$ cat src/rtl/keypad_pkg.sv
// Shared types and constants for the 4x4 keypad scanner: FSM states,
// the {row,col} to hex key map and the active-low column drive patterns.
package keypad_pkg;

  typedef enum logic [1:0] {
    ST_SCAN     = 2'd0,
    ST_DEBOUNCE = 2'd1,
    ST_HELD     = 2'd2,
    ST_RELEASE  = 2'd3
  } state_e;

  // Index is {row[1:0], col[1:0]}; entry 0 is r0/c0.
  localparam logic [15:0][3:0] KEY_MAP = {
    4'hD, 4'hF, 4'h0, 4'hE,
    4'hC, 4'h9, 4'h8, 4'h7,
    4'hB, 4'h6, 4'h5, 4'h4,
    4'hA, 4'h3, 4'h2, 4'h1
  };

  localparam logic [3:0][3:0] COL_DRIVE = {
    4'b0111, 4'b1011, 4'b1101, 4'b1110
  };

  // Lowest-index row that reads low; callers only use it when some row is low.
  function automatic logic [1:0] lowest_low_row(input logic [3:0] rows_n);
    logic [1:0] idx;
    idx = 2'd0;
    for (int i = 3; i >= 0; i--) begin
      if (!rows_n[i]) idx = 2'(i);
    end
    return idx;
  endfunction

endpackage

$ cat src/rtl/sync2.sv
// Generic width-N two-flop synchronizer; resets to all-ones so idle
// pulled-up inputs read inactive while the chain fills.
module sync2 #(
  parameter int W = 4
) (
  input  logic         clk,
  input  logic         rst,
  input  logic [W-1:0] d_i,
  output logic [W-1:0] q_o
);

  logic [W-1:0] meta_q;
  logic [W-1:0] sync_q;

  always_ff @(posedge clk or posedge rst) begin
    if (rst) begin
      meta_q <= '1;
      sync_q <= '1;
    end else begin
      meta_q <= d_i;
      sync_q <= meta_q;
    end
  end

  assign q_o = sync_q;

endmodule

$ cat src/rtl/keypad_scan_encoder.sv
// 4x4 keypad scanner: walks one active-low column at a time, debounces a
// single press and release, and emits a hex code with a one-cycle valid pulse.
module keypad_scan_encoder
  import keypad_pkg::*;
#(
  parameter int SCAN_DIV     = 1000,
  parameter int DEBOUNCE_CNT = 20000
) (
  input  logic       clk,
  input  logic       rst,
  input  logic [3:0] row_n,
  output logic [3:0] col_n,
  output logic [3:0] key_code,
  output logic       key_valid,
  output logic       key_down
);

  localparam int SW = $clog2(SCAN_DIV);
  localparam int DW = $clog2(DEBOUNCE_CNT);
  localparam logic [SW-1:0] SCAN_LAST = SW'(SCAN_DIV - 1);
  localparam logic [DW-1:0] DEB_LAST  = DW'(DEBOUNCE_CNT - 1);

  logic [3:0]    row_s;

  state_e        state_q,     state_d;
  logic [1:0]    col_idx_q,   col_idx_d;
  logic [1:0]    row_idx_q,   row_idx_d;
  logic [SW-1:0] scan_cnt_q,  scan_cnt_d;
  logic [DW-1:0] deb_cnt_q,   deb_cnt_d;
  logic [3:0]    col_n_q,     col_n_d;
  logic [3:0]    key_code_q,  key_code_d;
  logic          key_valid_q, key_valid_d;
  logic          key_down_q,  key_down_d;
  logic          row_hit;

  sync2 #(.W(4)) u_row_sync (
    .clk (clk),
    .rst (rst),
    .d_i (row_n),
    .q_o (row_s)
  );

  // Only the latched row matters once a key has been found.
  assign row_hit = ~row_s[row_idx_q];

  always_comb begin
    state_d     = state_q;
    col_idx_d   = col_idx_q;
    row_idx_d   = row_idx_q;
    scan_cnt_d  = scan_cnt_q;
    deb_cnt_d   = deb_cnt_q;
    key_code_d  = key_code_q;
    key_valid_d = 1'b0;
    key_down_d  = key_down_q;

    case (state_q)
      ST_SCAN: begin
        if (scan_cnt_q == SCAN_LAST) begin
          scan_cnt_d = '0;
          if (~&row_s) begin
            row_idx_d = lowest_low_row(row_s);
            deb_cnt_d = '0;
            state_d   = ST_DEBOUNCE;
          end else begin
            col_idx_d = col_idx_q + 2'd1;
          end
        end else begin
          scan_cnt_d = scan_cnt_q + SW'(1);
        end
      end

      ST_DEBOUNCE: begin
        if (!row_hit) begin
          scan_cnt_d = '0;
          col_idx_d  = col_idx_q + 2'd1;
          state_d    = ST_SCAN;
        end else if (deb_cnt_q == DEB_LAST) begin
          key_code_d  = KEY_MAP[{row_idx_q, col_idx_q}];
          key_valid_d = 1'b1;
          key_down_d  = 1'b1;
          state_d     = ST_HELD;
        end else begin
          deb_cnt_d = deb_cnt_q + DW'(1);
        end
      end

      ST_HELD: begin
        if (!row_hit) begin
          deb_cnt_d = '0;
          state_d   = ST_RELEASE;
        end
      end

      ST_RELEASE: begin
        // A low reading here is contact bounce: restart the quiet window.
        if (row_hit) begin
          deb_cnt_d = '0;
        end else if (deb_cnt_q == DEB_LAST) begin
          key_down_d = 1'b0;
          scan_cnt_d = '0;
          col_idx_d  = col_idx_q + 2'd1;
          state_d    = ST_SCAN;
        end else begin
          deb_cnt_d = deb_cnt_q + DW'(1);
        end
      end

      default: state_d = ST_SCAN;
    endcase

    col_n_d = COL_DRIVE[col_idx_d];
  end

  always_ff @(posedge clk or posedge rst) begin
    if (rst) begin
      state_q     <= ST_SCAN;
      col_idx_q   <= 2'd0;
      row_idx_q   <= 2'd0;
      scan_cnt_q  <= '0;
      deb_cnt_q   <= '0;
      col_n_q     <= 4'b1110;
      key_code_q  <= 4'h0;
      key_valid_q <= 1'b0;
      key_down_q  <= 1'b0;
    end else begin
      state_q     <= state_d;
      col_idx_q   <= col_idx_d;
      row_idx_q   <= row_idx_d;
      scan_cnt_q  <= scan_cnt_d;
      deb_cnt_q   <= deb_cnt_d;
      col_n_q     <= col_n_d;
      key_code_q  <= key_code_d;
      key_valid_q <= key_valid_d;
      key_down_q  <= key_down_d;
    end
  end

  assign col_n     = col_n_q;
  assign key_code  = key_code_q;
  assign key_valid = key_valid_q;
  assign key_down  = key_down_q;

endmodule

$ cat config.mk
export PLATFORM = sky130hd
export DESIGN_NAME = keypad_scan_encoder
export DESIGN_NICKNAME = d
export VERILOG_FILES = /design/src/rtl/keypad_pkg.sv /design/src/rtl/sync2.sv /design/src/rtl/keypad_scan_encoder.sv
export SDC_FILE = /design/constraint.sdc
export NUM_CORES = 1
export LEC_CHECK = 0
export ABC_AREA = 1
export CORE_ASPECT_RATIO = 1.5
export CORE_MARGIN = 2
export CORE_UTILIZATION = 40
export CTS_BUF_LIST = sky130_fd_sc_hd__clkbuf_4
export CTS_CLUSTER_SIZE = 10
export DETAILED_ROUTE_END_ITERATION = 6
export PLACE_DENSITY_LB_ADDON = 0.05
export SLEW_MARGIN = 20
export SYNTH_ARGS = -nofsm -noshare
export SYNTH_HDL_FRONTEND = slang
export SYNTH_HIERARCHICAL = 1
export SYNTH_SLANG_ARGS = --single-unit
$ cat constraint.sdc
create_clock -name clk -period 1.9 [get_ports clk]
set_input_delay 0.19 -clock clk [delete_from_list [all_inputs] [get_ports clk]]
set_output_delay 0.19 -clock clk [all_outputs]
set_load 0.05 [all_outputs]
; After elaboration in Yosys (flattened, before gate mapping)
; Memories as Yosys holds them, arrays and structs flattened. A register that Yosys moved wholly into a read port is not among the register bits.
; Cells that the tools add are included.
[totals]
latch_bits = 0
wordCells = 84
reg_bits = 45
inputBits = 6
memories = 1
output_inout_bits = 10
ramBits = 0
romBits = 64
[mem_list]
columns = memory, words, word_bits, read_ports, rd_clocked_by_memory_dff, wr, line_no
row1 = (name not given), 16, 4, 1, 1, 0, keypad_scan_encoder.sv:78  ; key_code_d = KEY_MAP[{row_idx_q, col_idx_q}];
[classes]
add_sub_neg = 3
mul = 0
bitwise = 2
n_lt_le_gt_ge = 2
muxes = 42
div_mod_pow = 0
n_reduce_logical = 10
n_shift = 0
n_eq_ne = 14
[ops]
columns = operator, count
row1 = 2-to-1 mux 15 bit, 6
row2 = one-hot mux 15 bit (4 select lines), 1
row3 = 2-to-1 mux 10 bit, 4
row4 = 2-to-1 mux 2 bit, 16
row5 = one-hot mux 10 bit (3 select lines), 1
row6 = inequality test 2 bit (second input constant), 8
row7 = adder 15 x 1 -> 15 bit (second input constant), 1
row8 = equality test 15 bit (second input constant), 1
row9 = AND reduction 4 bit, 3
row10 = adder 10 x 1 -> 10 bit (second input constant), 1
row11 = equality test 10 bit (second input constant), 1
row12 = binary-select mux 4 bit (select 2 bit), 1
row13 = 2-to-1 mux 1 bit, 8
row14 = one-hot mux 2 bit (4 select lines), 1
row15 = < comparator 2 x 3 -> 1 bit (second input constant), 2
row16 = one-hot mux 2 bit (3 select lines), 1
row17 = AND reduction 3 bit, 2
row18 = AND reduction 6 bit, 1
row19 = AND reduction 5 bit, 1
row20 = equality test 2 bit (second input constant), 2
row21 = 2-to-1 mux 4 bit, 1
row22 = inequality test 3 bit (second input constant), 1
row23 = nonzero test 3 bit, 1
row24 = adder 2 x 1 -> 2 bit (second input constant), 1
row25 = other kinds (6), 7

; Logic depth before layout (Yosys ltp)
[depth]
ltp_word = 6
ltp_mapped = 13
ltp_nobuf = 12

; Modules after synthesis
; Netlist, hierarchy kept.
[modules_own_cells]
columns = module, n_inst, area_per_inst_um2, cells_each, seq_area_each_um2
row1 = keypad_scan_encoder, 1, 2816.5, 385, 1029.7
row2 = sync2, 1, 214.0, 9, 210.2

; Worst setup path after synthesis
; Ideal clock, no wire load.
[synth_path]
path_kind = flip-flop to flip-flop
from = reg scan_cnt_q[0]
to = reg deb_cnt_q[11]
setup_slack_ps = 319
required_time_ps = 1776
setup_ps = 124
path_stages_with_launch = 12
period_less_slack_ps = 1581
n_path_buf = 1
arrival_ps = 1457
path_cell_list = dfrtp_1 -> ha_1 -> nand2_1 -> clkinv_1 -> nand3_2 -> nor3_2 -> nor2_4 -> nor2_8 -> inv_2 -> buf_6 -> nand2_1 -> o21ai_1
[synth_between]
elab_chain_cells = 3
[synth_rtl]
columns = item, line_no
row1 = start: declaration, keypad_scan_encoder.sv:28  ; logic [SW-1:0] scan_cnt_q, scan_cnt_d;
row2 = start signal: assignment, keypad_scan_encoder.sv:129  ; scan_cnt_q <= scan_cnt_d;
row3 = equality test 10 bit, keypad_scan_encoder.sv:58  ; if (scan_cnt_q == SCAN_LAST) begin
row4 = inequality test 2 bit (no line), n/a
row5 = AND reduction 4 bit (no line), n/a
row6 = end signal: assignment, keypad_scan_encoder.sv:130  ; deb_cnt_q <= deb_cnt_d;
row7 = end: declaration, keypad_scan_encoder.sv:29  ; logic [DW-1:0] deb_cnt_q, deb_cnt_d;
; Every way passes these cells.
; A chain may end at the register's enable or synchronous reset.

; Worst setup path in the final report
[layout_path]
from = reg key_code_q[3], in the netlist key_code[3]
to = out key_code[3]
[layout_rtl]
columns = item, line_no
row1 = start: declaration, keypad_scan_encoder.sv:31  ; logic [3:0] key_code_q, key_code_d;
row2 = end: declaration, keypad_scan_encoder.sv:13  ; output logic [3:0] key_code,
; No word-level cell between the ends.

==> flow_summary_export.csv <==
group,metric,value,unit
die,die-area,8303,sq um
timing,worstMarginPinSlew,0.5010,ns
clocking,clock_sinks,49,
logic_synthesis,synth.largest_area_cell,"sky130_fd_sc_hd__dfrtp_1",
global_routing,pin_count_of_the_biggest_net_entering_global_routing,42,
final_layout,num-fill-cells,759,
logic_synthesis,synth_top_family_by_area,"simple AND/OR/NAND/NOR gates",
timing,finalHoldViolations,0,
place,hpwlAfterDp,5214,microns
global_routing,grt_first_pass_wirelength,11970,microns
run_status,run_status,"finished, final reports clean",
logic_synthesis,yosysSeqAreaShare,40.92,%
clocking,cts-hold-fix-buffers,0,
setup_path,timing_worst_setup_path_type,"register to output port",
timing,final_max_slew_viol_count,0,
clocking,htree_num_levels,2,
pwr,vdd_drop_max,281.2,uV
timing,rsz0062_at_grt,"no",
detailed_routing,vias,2598,
die,pin_count,16,
final_layout,antenna-diode-count,0,
clocking,cts-root-buf,"sky130_fd_sc_hd__clkbuf_4",
global_routing,grt_antenna_before_repair,0,
detailed_routing,number_of_drc_violations_after_detailed_routing,0,
logic_synthesis,syn-instance-count,394,
pwr,comb_power_share,3.5,%
setup_path,critical-path-slowest-cell,"sky130_fd_sc_hd__clkdlybuf4s50_1",
setup_path,timing.critical_path.required,1.71,ns
detailed_routing,detail_route.first_pass.iterations,4,
detailed_routing,detail_route.vias_per_cell,4.949,
pwr,power_report.internal_total,1220,uW
logic_synthesis,synth-xor-area-share,1.734,%
pwr,p_per_area,467.4,nW/um^2
logic_synthesis,yosysUniqueCellTypes,40,
logic_synthesis,yosys.area_share.adder,2.890,%
setup_path,path_delay_family,"buffers and inverters",
final_layout,fin_cells,525,
setup_path,cp-end-kind,"output port",
global_routing,globalRouteOverflowTotal,0,
timing,finalSetupViolCount,0,
timing,fin_crit_sh,92.70,%
detailed_routing,drtIter0Drc,111,
final_layout,num-nets-final,437,
logic_synthesis,synth_warnings,6,
setup_path,slowest_delay,0.81,ns
setup_path,critical_path_peak_fanout,2,
place,number_of_cells_in_the_design_after_placement,513,
logic_synthesis,synth_compound_gate_area_share,10.53,%
final_layout,drive_above_1_share,18.59,%
timing,period_needed,1.761,ns
setup_path,cp_launch_type,"register",
setup_path,worst-endpoint-arrival,1.57,ns
setup_path,timing.critical_path.cells,"clkdlybuf4s50_1",
die,floorplan.initialDensity,41.66,%
pwr,sw_frac_of_total,24.27,%
global_routing,grt.total_usage,18.25,%
detailed_routing,detail-route-antenna-nets,0,
place,gp_congestion,0.8948,
clocking,cts_tree,"done",
clocking,tritoncts.num_buffers,5,
logic_synthesis,synth_area_leaders,"sky130_fd_sc_hd__dfrtp_1 (31%), sky130_fd_sc_hd__nand2_1 (12%), sky130_fd_sc_hd__dfstp_2 (9.5%), sky130_fd_sc_hd__nand3_1 (5.6%), sky130_fd_sc_hd__inv_1 (5.1%)",
logic_synthesis,synth_largest_type_area_fraction,31.38,%
hold_path,hold_path.class,"input pin to asynchronous set/reset pin",
pwr,seq_power_share,66.1,%
logic_synthesis,synth_area,3030,sq um
die,fp-row-count,38,
flow_run,max_cap_violations,0,
pwr,clkPwrFrac,30.4,%
die,die_height,110.6,microns
logic_synthesis,yosys.area_share.simple,35.51,%
logic_synthesis,synth-seq-cells,49,
pwr,net_switching_power_figure,391.1,uW
logic_synthesis,post_synth_mux_area_share,0,%
clocking,cts.clk_slew.worst_paths,0.15,ns
die,floorplan.die.width,75.07,microns
timing,clock.fmax,567.8,MHz
timing,final.setup.tns,0,ns
global_routing,grt_pass1_vias,2596,
pwr,static-leakage-power,0.001515,uW
setup_path,combined_buffer_and_inverter_count_along_the_critical_path,1,
place,place.port_buffers,15,
clocking,clkLatencyLatePin,0.39,ns
die,core-area,7274,sq um
timing,skew,0.01131,ns
clocking,cts_max_path_buffers,2,
final_layout,layout-area-overhead-vs-synth,13.75,%
timing,max-slew-margin-rel,66.49,%
detailed_routing,wl_per_cell,13.04,microns
logic_synthesis,post_synth.cell_area_avg,7.691,sq um
logic_synthesis,syn-num-nets,407,
detailed_routing,drt-total-wl,6844,microns
[flip-flops by register name (all words and copies together) (netlist names), named ones only]
| register | cells |
|---|---|
| row_idx_q | 2 |
| u_row_sync/meta_q | 4 |
| col_idx_q | 2 |
| u_row_sync/q_o | 4 |
| key_valid | 1 |
| key_code | 4 |
| deb_cnt_q | 15 |
| key_down | 1 |
| scan_cnt_q | 10 |
| state_q | 1 |
| col_n | 4 |
[layout by cell type (no fill, tap or decap), types with 3 or more instances in the layout]
master / n
sky130_fd_sc_hd__a211oi_1: 4
sky130_fd_sc_hd__a21oi_1: 12
sky130_fd_sc_hd__buf_4: 15
sky130_fd_sc_hd__clkbuf_4: 5
sky130_fd_sc_hd__clkdlybuf4s50_1: 12
sky130_fd_sc_hd__clkinv_1: 4
sky130_fd_sc_hd__dfrtp_1: 36
sky130_fd_sc_hd__dfstp_2: 11
sky130_fd_sc_hd__dlygate4sd2_1: 3
sky130_fd_sc_hd__ha_1: 6
sky130_fd_sc_hd__inv_1: 41
sky130_fd_sc_hd__nand2_1: 98
sky130_fd_sc_hd__nand2_2: 9
sky130_fd_sc_hd__nand2_4: 5
sky130_fd_sc_hd__nand3_1: 33
sky130_fd_sc_hd__nand3_2: 3
sky130_fd_sc_hd__nand4_1: 19
sky130_fd_sc_hd__nor2_1: 36
sky130_fd_sc_hd__nor2_2: 8
sky130_fd_sc_hd__nor3_1: 6
sky130_fd_sc_hd__o211ai_1: 3
sky130_fd_sc_hd__o21ai_0: 14
sky130_fd_sc_hd__o21ai_1: 5
sky130_fd_sc_hd__o21ai_2: 5
sky130_fd_sc_hd__xor2_1: 5
[logic make-up after synthesis]
family | count (synthesis)
buffers and inverters | 57
XOR/XNOR | 6
AO/OA/AOI/OAI | 51
adder cells (fa/ha/maj) | 7
flip-flops | 49
AND/OR/NAND/NOR | 224
[worst paths after layout]
path,startpoint,to,slack (ns),cells past startpoint
worst max-delay path,key_code[3],key_code[3],0.14,1
worst min-delay path,rst,col_idx_q[1],0.16,3
worst max register to register,deb_cnt_q[1],scan_cnt_q[5],0.22,9
worst min register to register,u_row_sync/meta_q[3],u_row_sync/q_o[3],0.36,0
max in group asynchronous,rst,col_n[3],1.48,3
min in group clk,row_n[3],u_row_sync/meta_q[3],0.20,1
[layout make-up]
type                            instances  area [sq um]  area share, %
Clock buffer                            5         37.54          1.089
Clock inverter                          3         17.52         0.5082
Inverter                               49         190.2          5.517
Multi-Input combinational cell        288          1555          45.12
Sequential cell                        49          1242          36.04
Tap cell                              100         125.1          3.630
Timing Repair Buffer                   31         279.0          8.094
[timing repair]
item	in CTS	in global routing
gates resized for setup	3	8
pin swaps	0	1
endpoints found under the setup margin	3	17
endpoints found under the hold margin	0	0
buffers inserted	0	4
[layer usage]
layer	up-vias	GRT usage (%)	part of all wire (%)
met3	10	2.737	3.2
met2	45	30.47	52
met1	1196	22.85	43
li1	1347	-	-
met5	-	0	0
met4	0	7.262	2.5
[Yosys cell counts]
| cell type | n |
|---|---|
| sky130_fd_sc_hd__nand3b_1 | 2 |
| sky130_fd_sc_hd__clkinv_2 | 1 |
| sky130_fd_sc_hd__ha_1 | 7 |
| sky130_fd_sc_hd__inv_1 | 41 |
| sky130_fd_sc_hd__nand2_1 | 98 |
| sky130_fd_sc_hd__buf_4 | 1 |
| sky130_fd_sc_hd__nor2_4 | 2 |
| sky130_fd_sc_hd__nor3_2 | 1 |
| sky130_fd_sc_hd__nor2_1 | 37 |
| sky130_fd_sc_hd__a21oi_2 | 1 |
| sky130_fd_sc_hd__dfrtp_1 | 38 |
| sky130_fd_sc_hd__dfstp_2 | 11 |
| sky130_fd_sc_hd__nand3_2 | 2 |
| sky130_fd_sc_hd__buf_2 | 3 |
| sky130_fd_sc_hd__a21oi_1 | 12 |
| sky130_fd_sc_hd__xnor2_1 | 1 |
| sky130_fd_sc_hd__nor3_1 | 6 |
| sky130_fd_sc_hd__a21oi_4 | 1 |
| sky130_fd_sc_hd__o21ai_2 | 5 |
| sky130_fd_sc_hd__clkinv_1 | 3 |
| sky130_fd_sc_hd__nand2_2 | 9 |
| sky130_fd_sc_hd__nand3_1 | 34 |
| sky130_fd_sc_hd__a31oi_1 | 1 |
| sky130_fd_sc_hd__inv_4 | 1 |
| sky130_fd_sc_hd__buf_6 | 4 |
| sky130_fd_sc_hd__a211oi_1 | 4 |
| sky130_fd_sc_hd__o21ai_1 | 5 |
| sky130_fd_sc_hd__o211ai_1 | 3 |
| sky130_fd_sc_hd__a21o_1 | 1 |
| sky130_fd_sc_hd__o31ai_1 | 1 |
| sky130_fd_sc_hd__o22ai_1 | 2 |
| sky130_fd_sc_hd__or2_2 | 1 |
| sky130_fd_sc_hd__nor2_2 | 7 |
| sky130_fd_sc_hd__nand2_4 | 5 |
| sky130_fd_sc_hd__nor2_8 | 1 |
| sky130_fd_sc_hd__o21ai_0 | 14 |
| sky130_fd_sc_hd__xor2_1 | 5 |
| sky130_fd_sc_hd__o221ai_1 | 1 |
| sky130_fd_sc_hd__nand4_1 | 19 |
| sky130_fd_sc_hd__inv_2 | 3 |
[stage by stage]
step                hold slack, ns  util, %  total power, uW  instance area, sq um  setup slack (ns)
floorplan                   0.1945        -             1116                  3030            0.3190
global placement            0.3456    45.92             1141                  3341           0.08034
detailed placement          0.3472    45.92             1143                  3341           0.04830
CTS                         0.1677    46.63             1643                  3392           0.02299
global route                0.1791    47.39             1688                  3447           0.02146
finish                      0.1650    47.39             1611                  3447            0.1387
[power groups by stage]
stage          Combinational, uW  Clock, uW  Sequential, uW
2_1_floorplan               33.6          0            1080
3_3_place_gp                58.3          0            1080
3_5_place_dp                59.3          0            1080
4_1_cts                     59.3        518            1070
5_1_grt                     64.3        557            1070
6_report                    56.3        490            1060
(Power assumes the default switching activity.)
